[src/rtl/serial_negate_ctrl_if.sv]
// Handshake and data bundle between a parallel requester and
// serial_negate_ctrl: start/A_par in; busy/done/B_par/overflow/ser_a/ser_b out.
interface serial_negate_ctrl_if #(
  parameter int WIDTH = 8
);
  logic             start;
  logic [WIDTH-1:0] A_par;
  logic             busy;
  logic             done;
  logic [WIDTH-1:0] B_par;
  logic             overflow;
  logic             ser_a;
  logic             ser_b;

  modport master (
    output start,
    output A_par,
    input  busy,
    input  done,
    input  B_par,
    input  overflow,
    input  ser_a,
    input  ser_b
  );

  modport slave (
    input  start,
    input  A_par,
    output busy,
    output done,
    output B_par,
    output overflow,
    output ser_a,
    output ser_b
  );
endinterface

[src/rtl/serial_negate_ctrl.sv]
// Bit-serial two's-complement negator sequencer: IDLE/SHIFT/DONE.
// Ports: clock, reset_L (async low), bus (slave: start/A_par in, results out).
module serial_negate_ctrl #(
  parameter int WIDTH = 8
) (
  input  logic                 clock,
  input  logic                 reset_L,
  serial_negate_ctrl_if.slave  bus
);

  localparam int CW = $clog2(WIDTH);

  typedef enum logic [1:0] {
    IDLE  = 2'd0,
    SHIFT = 2'd1,
    DONE  = 2'd2
  } state_t;

  state_t           r_state;
  state_t           w_next;
  logic [WIDTH-1:0] r_shreg;
  logic [WIDTH-2:0] r_res;
  logic [CW-1:0]    r_cnt;
  logic             r_carry;
  logic [WIDTH-1:0] r_b;
  logic             r_ovf;

  logic             w_shift;
  logic             w_last;
  logic             w_sum;
  logic [WIDTH-1:0] w_full;

  assign w_shift = (r_state == SHIFT);
  assign w_last  = (r_cnt == CW'(WIDTH - 1));
  // ~A + 1, one bit per cycle; carry seeded to 1 on bit 0
  assign w_sum   = ~r_shreg[0] ^ r_carry;
  // current bit lands in the MSB of the partial result
  assign w_full  = {w_sum, r_res};

  always_ff @(posedge clock or negedge reset_L) begin
    if (!reset_L) r_state <= IDLE;
    else          r_state <= w_next;
  end

  always_comb begin
    w_next = r_state;
    unique case (r_state)
      IDLE:    if (bus.start) w_next = SHIFT;
      SHIFT:   if (w_last)    w_next = DONE;
      DONE:    w_next = IDLE;
      default: w_next = IDLE;
    endcase
  end

  always_ff @(posedge clock or negedge reset_L) begin
    if (!reset_L) begin
      r_shreg <= '0;
      r_res   <= '0;
      r_cnt   <= '0;
      r_carry <= 1'b0;
      r_b     <= '0;
      r_ovf   <= 1'b0;
    end else begin
      unique case (r_state)
        IDLE: begin
          if (bus.start) begin
            r_shreg <= bus.A_par;
            r_cnt   <= '0;
            r_carry <= 1'b1;
          end
        end
        SHIFT: begin
          r_res   <= w_full[WIDTH-1:1];
          r_shreg <= {1'b0, r_shreg[WIDTH-1:1]};
          r_cnt   <= r_cnt + 1'b1;
          r_carry <= ~r_shreg[0] & r_carry;
          if (w_last) begin
            r_b   <= w_full;
            // only -2^(W-1) has both A and -A negative
            r_ovf <= r_shreg[0] & w_sum;
          end
        end
        default: ;
      endcase
    end
  end

  assign bus.busy     = w_shift;
  assign bus.done     = (r_state == DONE);
  assign bus.B_par    = r_b;
  assign bus.overflow = r_ovf;
  assign bus.ser_a    = w_shift & r_shreg[0];
  assign bus.ser_b    = w_shift & w_sum;

endmodule

[src/flat_wrapper.sv]
// flat-port wrapper written by rule: the top's interface ports become plain ports
module serial_negate_ctrl_flat 
#(
  parameter int WIDTH = 8
)
  (clock, reset_L, bus_start, bus_A_par, bus_busy, bus_done, bus_B_par, bus_overflow, bus_ser_a, bus_ser_b);
  serial_negate_ctrl_if #(.WIDTH(WIDTH)) bus_i ();
  input  logic clock;
  input  logic reset_L;
  input wire logic [$bits(bus_i.start)-1:0] bus_start;
  input wire logic [$bits(bus_i.A_par)-1:0] bus_A_par;
  output wire logic [$bits(bus_i.busy)-1:0] bus_busy;
  output wire logic [$bits(bus_i.done)-1:0] bus_done;
  output wire logic [$bits(bus_i.B_par)-1:0] bus_B_par;
  output wire logic [$bits(bus_i.overflow)-1:0] bus_overflow;
  output wire logic [$bits(bus_i.ser_a)-1:0] bus_ser_a;
  output wire logic [$bits(bus_i.ser_b)-1:0] bus_ser_b;
  assign bus_i.start = bus_start;
  assign bus_i.A_par = bus_A_par;
  assign bus_busy = bus_i.busy;
  assign bus_done = bus_i.done;
  assign bus_B_par = bus_i.B_par;
  assign bus_overflow = bus_i.overflow;
  assign bus_ser_a = bus_i.ser_a;
  assign bus_ser_b = bus_i.ser_b;
  serial_negate_ctrl #(.WIDTH(WIDTH)) u_core (.clock(clock), .reset_L(reset_L), .bus(bus_i));
endmodule
[config.mk]
export PLATFORM = sky130hd
export DESIGN_NAME = serial_negate_ctrl_flat
export DESIGN_NICKNAME = d
export VERILOG_FILES = /design/src/rtl/serial_negate_ctrl_if.sv /design/src/rtl/serial_negate_ctrl.sv /design/src/flat_wrapper.sv
export SDC_FILE = /design/constraint.sdc
export NUM_CORES = 1
export LEC_CHECK = 0
export CAP_MARGIN = 20
export CORE_ASPECT_RATIO = 0.9
export CORE_MARGIN = 4
export CORE_UTILIZATION = 32
export DETAILED_ROUTE_END_ITERATION = 10
export GPL_TIMING_DRIVEN = 0
export PLACE_DENSITY = 0.49
export SLEW_MARGIN = 10
export SYNTH_ARGS = -nofsm -noshare
export SYNTH_HDL_FRONTEND = slang
export SYNTH_SLANG_ARGS = --single-unit
[constraint.sdc]
create_clock -name clock -period 1.7 [get_ports clock]
set_input_delay 0.51 -clock clock [delete_from_list [all_inputs] [get_ports clock]]
set_output_delay 0.51 -clock clock [all_outputs]
set_load 0.01 [all_outputs]
# Word-level counts from Yosys, hierarchy flattened
# Index checks and enable logic that the tools add are counted.
[classes]
n_addsub = 1
bitwise = 6
eq_ne = 5
reduce_logical = 5
n_mux = 9
[op_table]
columns = ["op", "n"]
rows = [
  ["8-bit one-hot mux with 2 select lines", 1],
  ["8-bit 2-to-1 mux", 1],
  ["3-bit one-hot mux with 2 select lines", 1],
  ["2-bit AND reduction", 3],
  ["1-bit bitwise AND", 4],
  ["2-bit 2-to-1 mux", 2],
  ["2-bit != test (second input constant)", 2],
  ["2-bit one-hot mux with 2 select lines", 1],
  ["3-bit by 1-bit adder with 3-bit output (second input constant)", 1],
  ["3-bit equality test (second input constant)", 1],
  ["3-bit 2-to-1 mux", 1],
  ["2-bit by 1-bit equality test with 1-bit output (second input constant)", 1],
  ["2-bit equality test (second input constant)", 1],
  ["2-bit zero test", 1],
  ["1-bit one-hot mux with 2 select lines", 1],
  ["2-bit nonzero test", 1],
  ["1-bit 2-to-1 mux", 1],
  ["1-bit inverter", 1],
  ["1-bit bitwise XOR", 1],
]
[totals]
output_inout_bits = 13
reg_bits = 30
inputBits = 11
elab_cells = 33

# Logic depth before layout (Yosys ltp)
# Gate-level depths: netlist (run 1).
[depth]
ltp_word = 3
depth_mapped = 6
mapped_depth_nobuf = 5

# Least setup slack after synthesis (run 1)
# Ideal clock, no wire load.
[synth_path]
path_type = "reg-to-output"
startpoint = "register u_core.r_state[1]"
endpoint = "output bus_ser_b"
t_arrival_ps = 1013
path_slack_ps = 177
path_stages_with_launch = 6
t_required_ps = 1190
cell_sequence = "dfrtp_1 > nand2b_1 > buf_6 > inv_6 > buf_6 > and2_4"
[synth_between]
elab_chain_cells = 2
[synth_rtl]
columns = ["element", "line", "source"]
rows = [
  ["start: declaration", "serial_negate_ctrl.sv:19", "state_t r_state;"],
  ["start signal: assignment", "serial_negate_ctrl.sv:42", "else r_state <= w_next;"],
  ["2-bit by 1-bit equality test with 1-bit output", "serial_negate_ctrl.sv:33", "assign w_shift = (r_state == SHIFT);"],
  ["net bus_busy", "flat_wrapper.sv:12", "output wire logic [$bits(bus_i.busy)-1:0] bus_busy;"],
  ["1-bit bitwise AND", "serial_negate_ctrl.sv:93", "assign bus.ser_b = w_shift & w_sum;"],
  ["end: declaration", "flat_wrapper.sv:17", "output wire logic [$bits(bus_i.ser_b)-1:0] bus_ser_b;"],
]
# The timed path passes the listed nets, and every way through them passes these cells.

# Worst setup path after layout (run 1)
[layout_path]
startpoint = "register u_core.r_shreg[0]"
endpoint = "output bus_ser_b"
[layout_between]
elab_chain_cells = 3
[layout_rtl]
columns = ["element", "line", "source"]
rows = [
  ["start: declaration", "serial_negate_ctrl.sv:21", "logic [WIDTH-1:0] r_shreg;"],
  ["start signal: assignment", "serial_negate_ctrl.sv:67", "r_shreg <= bus.A_par;"],
  ["start signal: assignment", "serial_negate_ctrl.sv:74", "r_shreg <= {1'b0, r_shreg[WIDTH-1:1]};"],
  ["1-bit inverter", "serial_negate_ctrl.sv:36", "assign w_sum = ~r_shreg[0] ^ r_carry;"],
  ["1-bit bitwise XOR", "serial_negate_ctrl.sv:36", ""],
  ["net u_core.w_sum", "serial_negate_ctrl.sv:30", "logic w_sum;"],
  ["1-bit bitwise AND", "serial_negate_ctrl.sv:93", ""],
]
# The timed path passes the listed nets, and every way through them passes these cells.

==> results of run 1 <==
## stage by stage
stage,total power (uW),util,worst slack [ns]
final,3350,0.477,-0.00612
after global placement,2490,0.415,-0.476
after CTS,3410,0.468,-0.0383
after global routing,3630,0.477,-0.0559
after floorplan,2000,-,0.177
after detailed placement,2510,0.414,-0.404
## final timing paths
path | start | cells after the start | endpoint | slack [ns]
max | u_core.r_shreg[0] | 4 | bus_ser_b | -0.006
min | reset_L | 1 | u_core.r_shreg[2] | 0.27
max reg2reg | u_core.r_cnt[0] | 4 | u_core.bus.B_par[0] | 0.23
min reg2reg | u_core.r_res[0] | 2 | u_core.r_res[0] | 0.48
max in group asynchronous | reset_L | 1 | u_core.bus.B_par[4] | 1.00
min in group clock | u_core.r_res[0] | 2 | u_core.r_res[0] | 0.48
## cells by family (layout without fill, tap and decap cells)
| group | count (synthesis) | count (layout) |
|---|---|---|
| buffers and inverters | 12 | 52 |
| adders and majority gates | 4 | 4 |
| AOI/OAI and AO/OA | 31 | 31 |
| muxes | 9 | 9 |
| DFF | 30 | 30 |
| and+or+nand+nor | 28 | 28 |
## cell usage in the layout (no fill, tap or decap), drive strengths merged
master	n
dfrtp	30
o21ai	4
clkdlybuf4s50	9
dlymetal6s2s	9
ha	4
nor2	5
nand2b	2
o22ai	14
mux2	9
o31ai	1
a22o	2
nor2b	1
a21oi	9
and2	1
buf	18
nand2	19
clkbuf	9
a21o	1
inv	7
## report_power, final
group          total, uW  internal [uW]  switching, uW
sequential          1220           1030            196
combinational       1470            795            671
clock                664            408            256
total               3350           2230           1120
## state kept, by name (all words and copies together), names as in the netlist
name / count
u_core.bus.overflow: 1
u_core.r_cnt: 3
u_core.r_shreg: 8
u_core.r_state: 2
u_core.r_res: 7
u_core.r_carry: 1
u_core.bus.B_par: 8
## timing repair
action,in CTS,in global routing
setup buffers,9,2
setup endpoints to repair,4,13
pin swaps,1,2
resized for setup,29,13
## critical path, cell delays in order (launching register included)
cell and delay [ns]:
dfrtp_1 0.39, inv_2 0.08, ha_4 0.20, and2_4 0.14
buf_6 0.11
## layer usage
metal / vias to the layer above / routed length, microns / global-route usage
li1: 473 / - / -
met3: 2 / 129 / 0.0573
met1: 478 / 1310 / 0.161
met4: 0 / 12 / 0.0400
met2: 19 / 1290 / 0.183
met5: - / 0 / 0
## layout make-up
cell class / count / area (sq um) / share of cell area
Buffer: 3 / 25.0 / 0.0139
Sequential cell: 30 / 751 / 0.416
Timing Repair Buffer: 34 / 327 / 0.181
Clock buffer: 8 / 110 / 0.0610
Inverter: 7 / 41.3 / 0.0229
Multi-Input combinational cell: 72 / 493 / 0.273
Tap cell: 46 / 57.6 / 0.0319
==> flow_summary_export.csv, run 1 <==
group,metric,value,unit
detailed_routing,detail_route.wirelength,2.74,mm
detailed_routing,postRouteAntennaNets,0,
sta,worstMarginPinSlew,0.678,ns
setup_path,critPathLaunchType,"flip-flop",
pwr,power.density,1860,nW/um^2
yosys,yosys-top-cells-count,"dfrtp_1, nand2_1, o22ai_1",
yosys,ys_top_cells_by_area,"dfrtp_1, mux2_2, o22ai_1",
worst_hold_path,hold_class,"in2async",
global_routing,grt_first_pass_wirelength,4.51,mm
setup_path,end_kind,"output pin",
placed_design,hpwl,1.78,mm
clock_tree,clock_sinks,30,
yosys,yosysSeqAreaShare,0.585,
sta,max-slew-margin-rel,0.548,
global_routing,antenna_found_initial,0,
detailed_routing,dr.pass1.iters,4,
setup_path,cp_max_fo,2,
yosys,synthDistinctLibCells,22,
detailed_routing,avgRoutedWirePerCell,13.7,microns
clock_tree,htreeDepth,2,
sta,fin_crit,1.71,ns
die,core,3780,sq um
detailed_routing,vias_per_cell,4.86,
yosys,synth_cells,114,
placed_design,dpl.cell_count,183,
yosys,synth_area,1280,sq um
clock_tree,clk_pin_slew,0.06,ns
placed_design,port_buffers,23,
global_routing,grt_remaining_overflow,0,
detailed_routing,drt_iter0_markers,55,
sta,whs,0.273,ns
sta,fmax,586,MHz
detailed_routing,via_count,972,
die,io_pins,24,
sta,setup_viol,1,
sta,rsz0062_at_grt,"yes",
die,fp.dieH,68.1,microns
detailed_routing,drc,0,
flow_run,maxCapViolCount,0,
global_routing,grt_max_degree,31,
yosys,syn_area_per_cell,11.3,sq um
die,chipWidth,74.8,microns
setup_path,cp.arrival,1.20,ns
placed_design,place.gp.congestion,0.721,
status,status,"finished with violations",
clock_tree,clk_latency,0.27,ns
yosys,synth-adder-area-share,0.0390,
setup_path,critPathRequiredTime,1.19,ns
pwr,leakagePower,0.000987,uW
yosys,yosysWarnings,0,
yosys,yosys.area.top_type,"dfrtp_1",
yosys,yosys.area_share.simple,0.0975,
sta,finalHoldViolCount,0,
sta,finalSetupTns,-0.00612,ns
yosys,synth_xor_area_frac,0,
global_routing,track_usage,0.124,
placed_design,dpl-instance-area,1570,sq um
sta,fin_crit_sh,1.00,
cells_and_area,layoutNonFillerInstCount,200,
die,dieArea,5090,sq um
yosys,synth_compound_area_frac,0.144,
cells_and_area,syn_to_final_growth,40.5,%
yosys,async_reset_ff_frac,1.00,
die,num_rows,21,
clock_tree,ctsHoldBuffers,0,
yosys,synth_most_common_cell,"dfrtp_1",
yosys,synthMuxAreaShare,0.0819,
clock_tree,cts_tree,"done",
yosys,synth_top_family_by_area,"compound AO/OA/AOI/OAI gates",
sta,clock_skew,0.00279,ns
clock_tree,cts_root_buffer,"clkbuf_8",
cells_and_area,nets,168,
cells_and_area,final_area,1800,sq um
cells_and_area,drive_gt1_frac,0.286,
setup_path,path_class,"reg2out",
pwr,ir_worst_vdd,718,uV
yosys,synth_seq_cells,30,
yosys,post-synth-top-area-fraction,0.585,
yosys,synth_flop_cell,"dfrtp_1",
global_routing,grt_pass1_vias,951,
cells_and_area,num_antenna_cells,0,
clock_tree,cts_buffers,5,
clock_tree,clock_path_buffers,2,
sta,setup_ws,-0.00612,ns
yosys,synth_edf_count,0,
yosys,syn_nets,129,
die,start_util,0.339,
cells_and_area,fillers,358,
status,violations,"negative setup slack",
sta,drv_slew,0,
(Power assumes the default switching activity.)
==> inputs of run 2 (changes only) <==
--- a/config.mk
+++ b/config.mk
@@ -10,7 +10,6 @@
 export CORE_MARGIN = 4
 export CORE_UTILIZATION = 32
 export DETAILED_ROUTE_END_ITERATION = 10
-export GPL_TIMING_DRIVEN = 0
 export PLACE_DENSITY = 0.49
 export SLEW_MARGIN = 10
 export SYNTH_ARGS = -nofsm -noshare
==> constraint.sdc (replaced) <==
create_clock -name clock -period 2.15 [get_ports clock]
set_input_delay 0.645 -clock clock [delete_from_list [all_inputs] [get_ports clock]]
set_output_delay 0.645 -clock clock [all_outputs]
set_load 0.01 [all_outputs]
==> flow_summary_export.csv, run 2 (same netlist as run 1, synthesis figures left out) <==
group,metric,value,unit
cells_and_area,num_antenna_cells,0,
global_routing,antenna_found_initial,0,
clock_tree,clock_sinks,30,
global_routing,track_usage,0.118,
setup_path,end_kind,"output pin",
setup_path,worstReg2RegEnd,"u_core.bus.B_par[1]",
sta,whs,0.483,ns
die,start_util,0.339,
cells_and_area,fillers,368,
detailed_routing,dr.max_layer_used,"met4",
sta,finalSetupTns,0,ns
sta,fin_crit,2.06,ns
detailed_routing,drt_iter0_markers,55,
detailed_routing,postRouteAntennaNets,0,
global_routing,grt_remaining_overflow,0,
global_routing,grt_max_degree,31,
detailed_routing,met1_length,1.28,mm
die,core,3780,sq um
detailed_routing,dr.pass1.iters,4,
cells_and_area,mostFrequentLayoutCells,"dfrtp_1, clkdlybuf4s50_1, nand2_1, o22ai_1, buf_4",
setup_path,reg2reg_from,"u_core.r_cnt[0]",
sta,fin_crit_sh,0.959,
detailed_routing,vias_per_cell,4.81,
detailed_routing,detail_route.wirelength,2.63,mm
worst_hold_path,hold_class,"reg2reg",
pwr,power.density,1430,nW/um^2
flow_run,maxCapViolCount,0,
die,io_pins,24,
sta,clock_skew,0.00433,ns
sta,drv_slew,0,
status,status,"complete, no violations",
die,dieArea,5090,sq um
pwr,ir_worst_vdd,504,uV
clock_tree,cts_root_buffer,"clkbuf_8",
placed_design,place.gp.congestion,0.770,
die,chipWidth,74.8,microns
clock_tree,cts_setup_buffers,0,
die,fp.dieH,68.1,microns
global_routing,grt_first_pass_wirelength,4.40,mm
sta,setup_viol,0,
setup_path,cp_max_fo,3,
cells_and_area,syn_to_final_growth,32.7,%
clock_tree,clk_pin_slew,0.06,ns
die,num_rows,21,
setup_path,critPathLaunchType,"flip-flop",
sta,worstMarginPinSlew,0.441,ns
setup_path,critPathRequiredTime,1.50,ns
detailed_routing,wl_met2,1.19,mm
sta,rsz0062_at_grt,"no",
setup_path,reg2reg_slack,0.69,ns
cells_and_area,layout.cells.most_common,"dfrtp_1",
detailed_routing,avgRoutedWirePerCell,13.4,microns
worst_hold_path,min_to,"u_core.r_res[0]",
cells_and_area,drive_gt1_frac,0.200,
clock_tree,cts_tree,"done",
setup_path,startpoint,"u_core.r_carry",
setup_path,cp.arrival,1.42,ns
setup_path,r2r_cells,4,
sta,finalHoldViolCount,0,
sta,max-slew-margin-rel,0.703,
detailed_routing,drc,0,
clock_tree,clock_path_buffers,2,
worst_hold_path,hold_start,"u_core.r_res[0]",
placed_design,port_buffers,23,
global_routing,grt_pass1_vias,943,
worst_hold_path,hold_depth,2,
clock_tree,cts_buffers,5,
pwr,leakagePower,0.000837,uW
sta,fmax,485,MHz
clock_tree,htreeDepth,2,
cells_and_area,nets,164,
placed_design,hpwl,1.87,mm
setup_path,path_class,"reg2out",
clock_tree,clk_latency,0.27,ns
detailed_routing,met3_length,115,microns
detailed_routing,via_count,943,
## run 2: report_power, final
group / switching [uW] / internal [uW] / total [uW]
registers: 157 / 813 / 970
clock network: 196 / 258 / 454
logic: 476 / 531 / 1010
## run 2: routing by layer
metal  track usage  up-vias
met5             0        -
met4        0.0400        0
met3        0.0441        6
met2         0.175       17
met1         0.159      455
li1              -      465
## run 2: worst max-delay path by stage
| stage | to | slack [ns] | cells after the start |
|---|---|---|---|
| 6_report | bus_ser_b | 0.09 | 3 |
| 5_1_grt | bus_ser_b | 0.03 | 3 |
| 4_1_cts | bus_done | 0.009 | 3 |
| 3_5_place_dp | bus_ser_b | 0.10 | 4 |
| 3_3_place_gp | bus_ser_b | 0.11 | 4 |
| 2_1_floorplan | bus_ser_b | 0.49 | 5 |
## run 2: final cells by class
type	instances	area [sq um]	area share
repair buffers	33	304	0.179
clock inverters	1	5.00	0.00294
clock buffers	7	86.3	0.0507
multi-input cells	72	468	0.275
well taps	46	57.6	0.0338
flip-flops and latches	30	751	0.441
inverters	7	31.3	0.0184
## run 2: critical path: stages, from the launching register on
cell	delay [ns]
dfrtp_1	0.40
ha_1	0.33
and2_4	0.15
dlygate4sd2_1	0.27
## run 2: timing repair
item,4_1_cts,5_1_grt
gates resized for setup,4,1
setup endpoints to repair,3,1
hold buffers,0,0
endpoints found under the hold margin,0,0
## run 2: metrics by stage
step / util / instance area [sq um] / power (uW) / setup slack [ns] / instances
after floorplan: - / 1280 / 1580 / 0.492 / 114
after global placement: 0.426 / 1610 / 2000 / 0.110 / 188
after detailed placement: 0.426 / 1610 / 2020 / 0.104 / 188
after CTS: 0.449 / 1700 / 2470 / 0.00883 / 196
after global routing: 0.450 / 1700 / 2630 / 0.0303 / 196
final: 0.450 / 1700 / 2430 / 0.0872 / 196
==> inputs of run 3 (changes only) <==
--- a/config.mk
+++ b/config.mk
@@ -10,6 +10,7 @@
 export CORE_MARGIN = 4
 export CORE_UTILIZATION = 32
 export DETAILED_ROUTE_END_ITERATION = 10
+export HOLD_SLACK_MARGIN = 0.06
 export PLACE_DENSITY = 0.49
 export SLEW_MARGIN = 10
 export SYNTH_ARGS = -nofsm -noshare
==> results of run 3 <==
The final DEF is identical to that of run 2; final timing and power are the same.
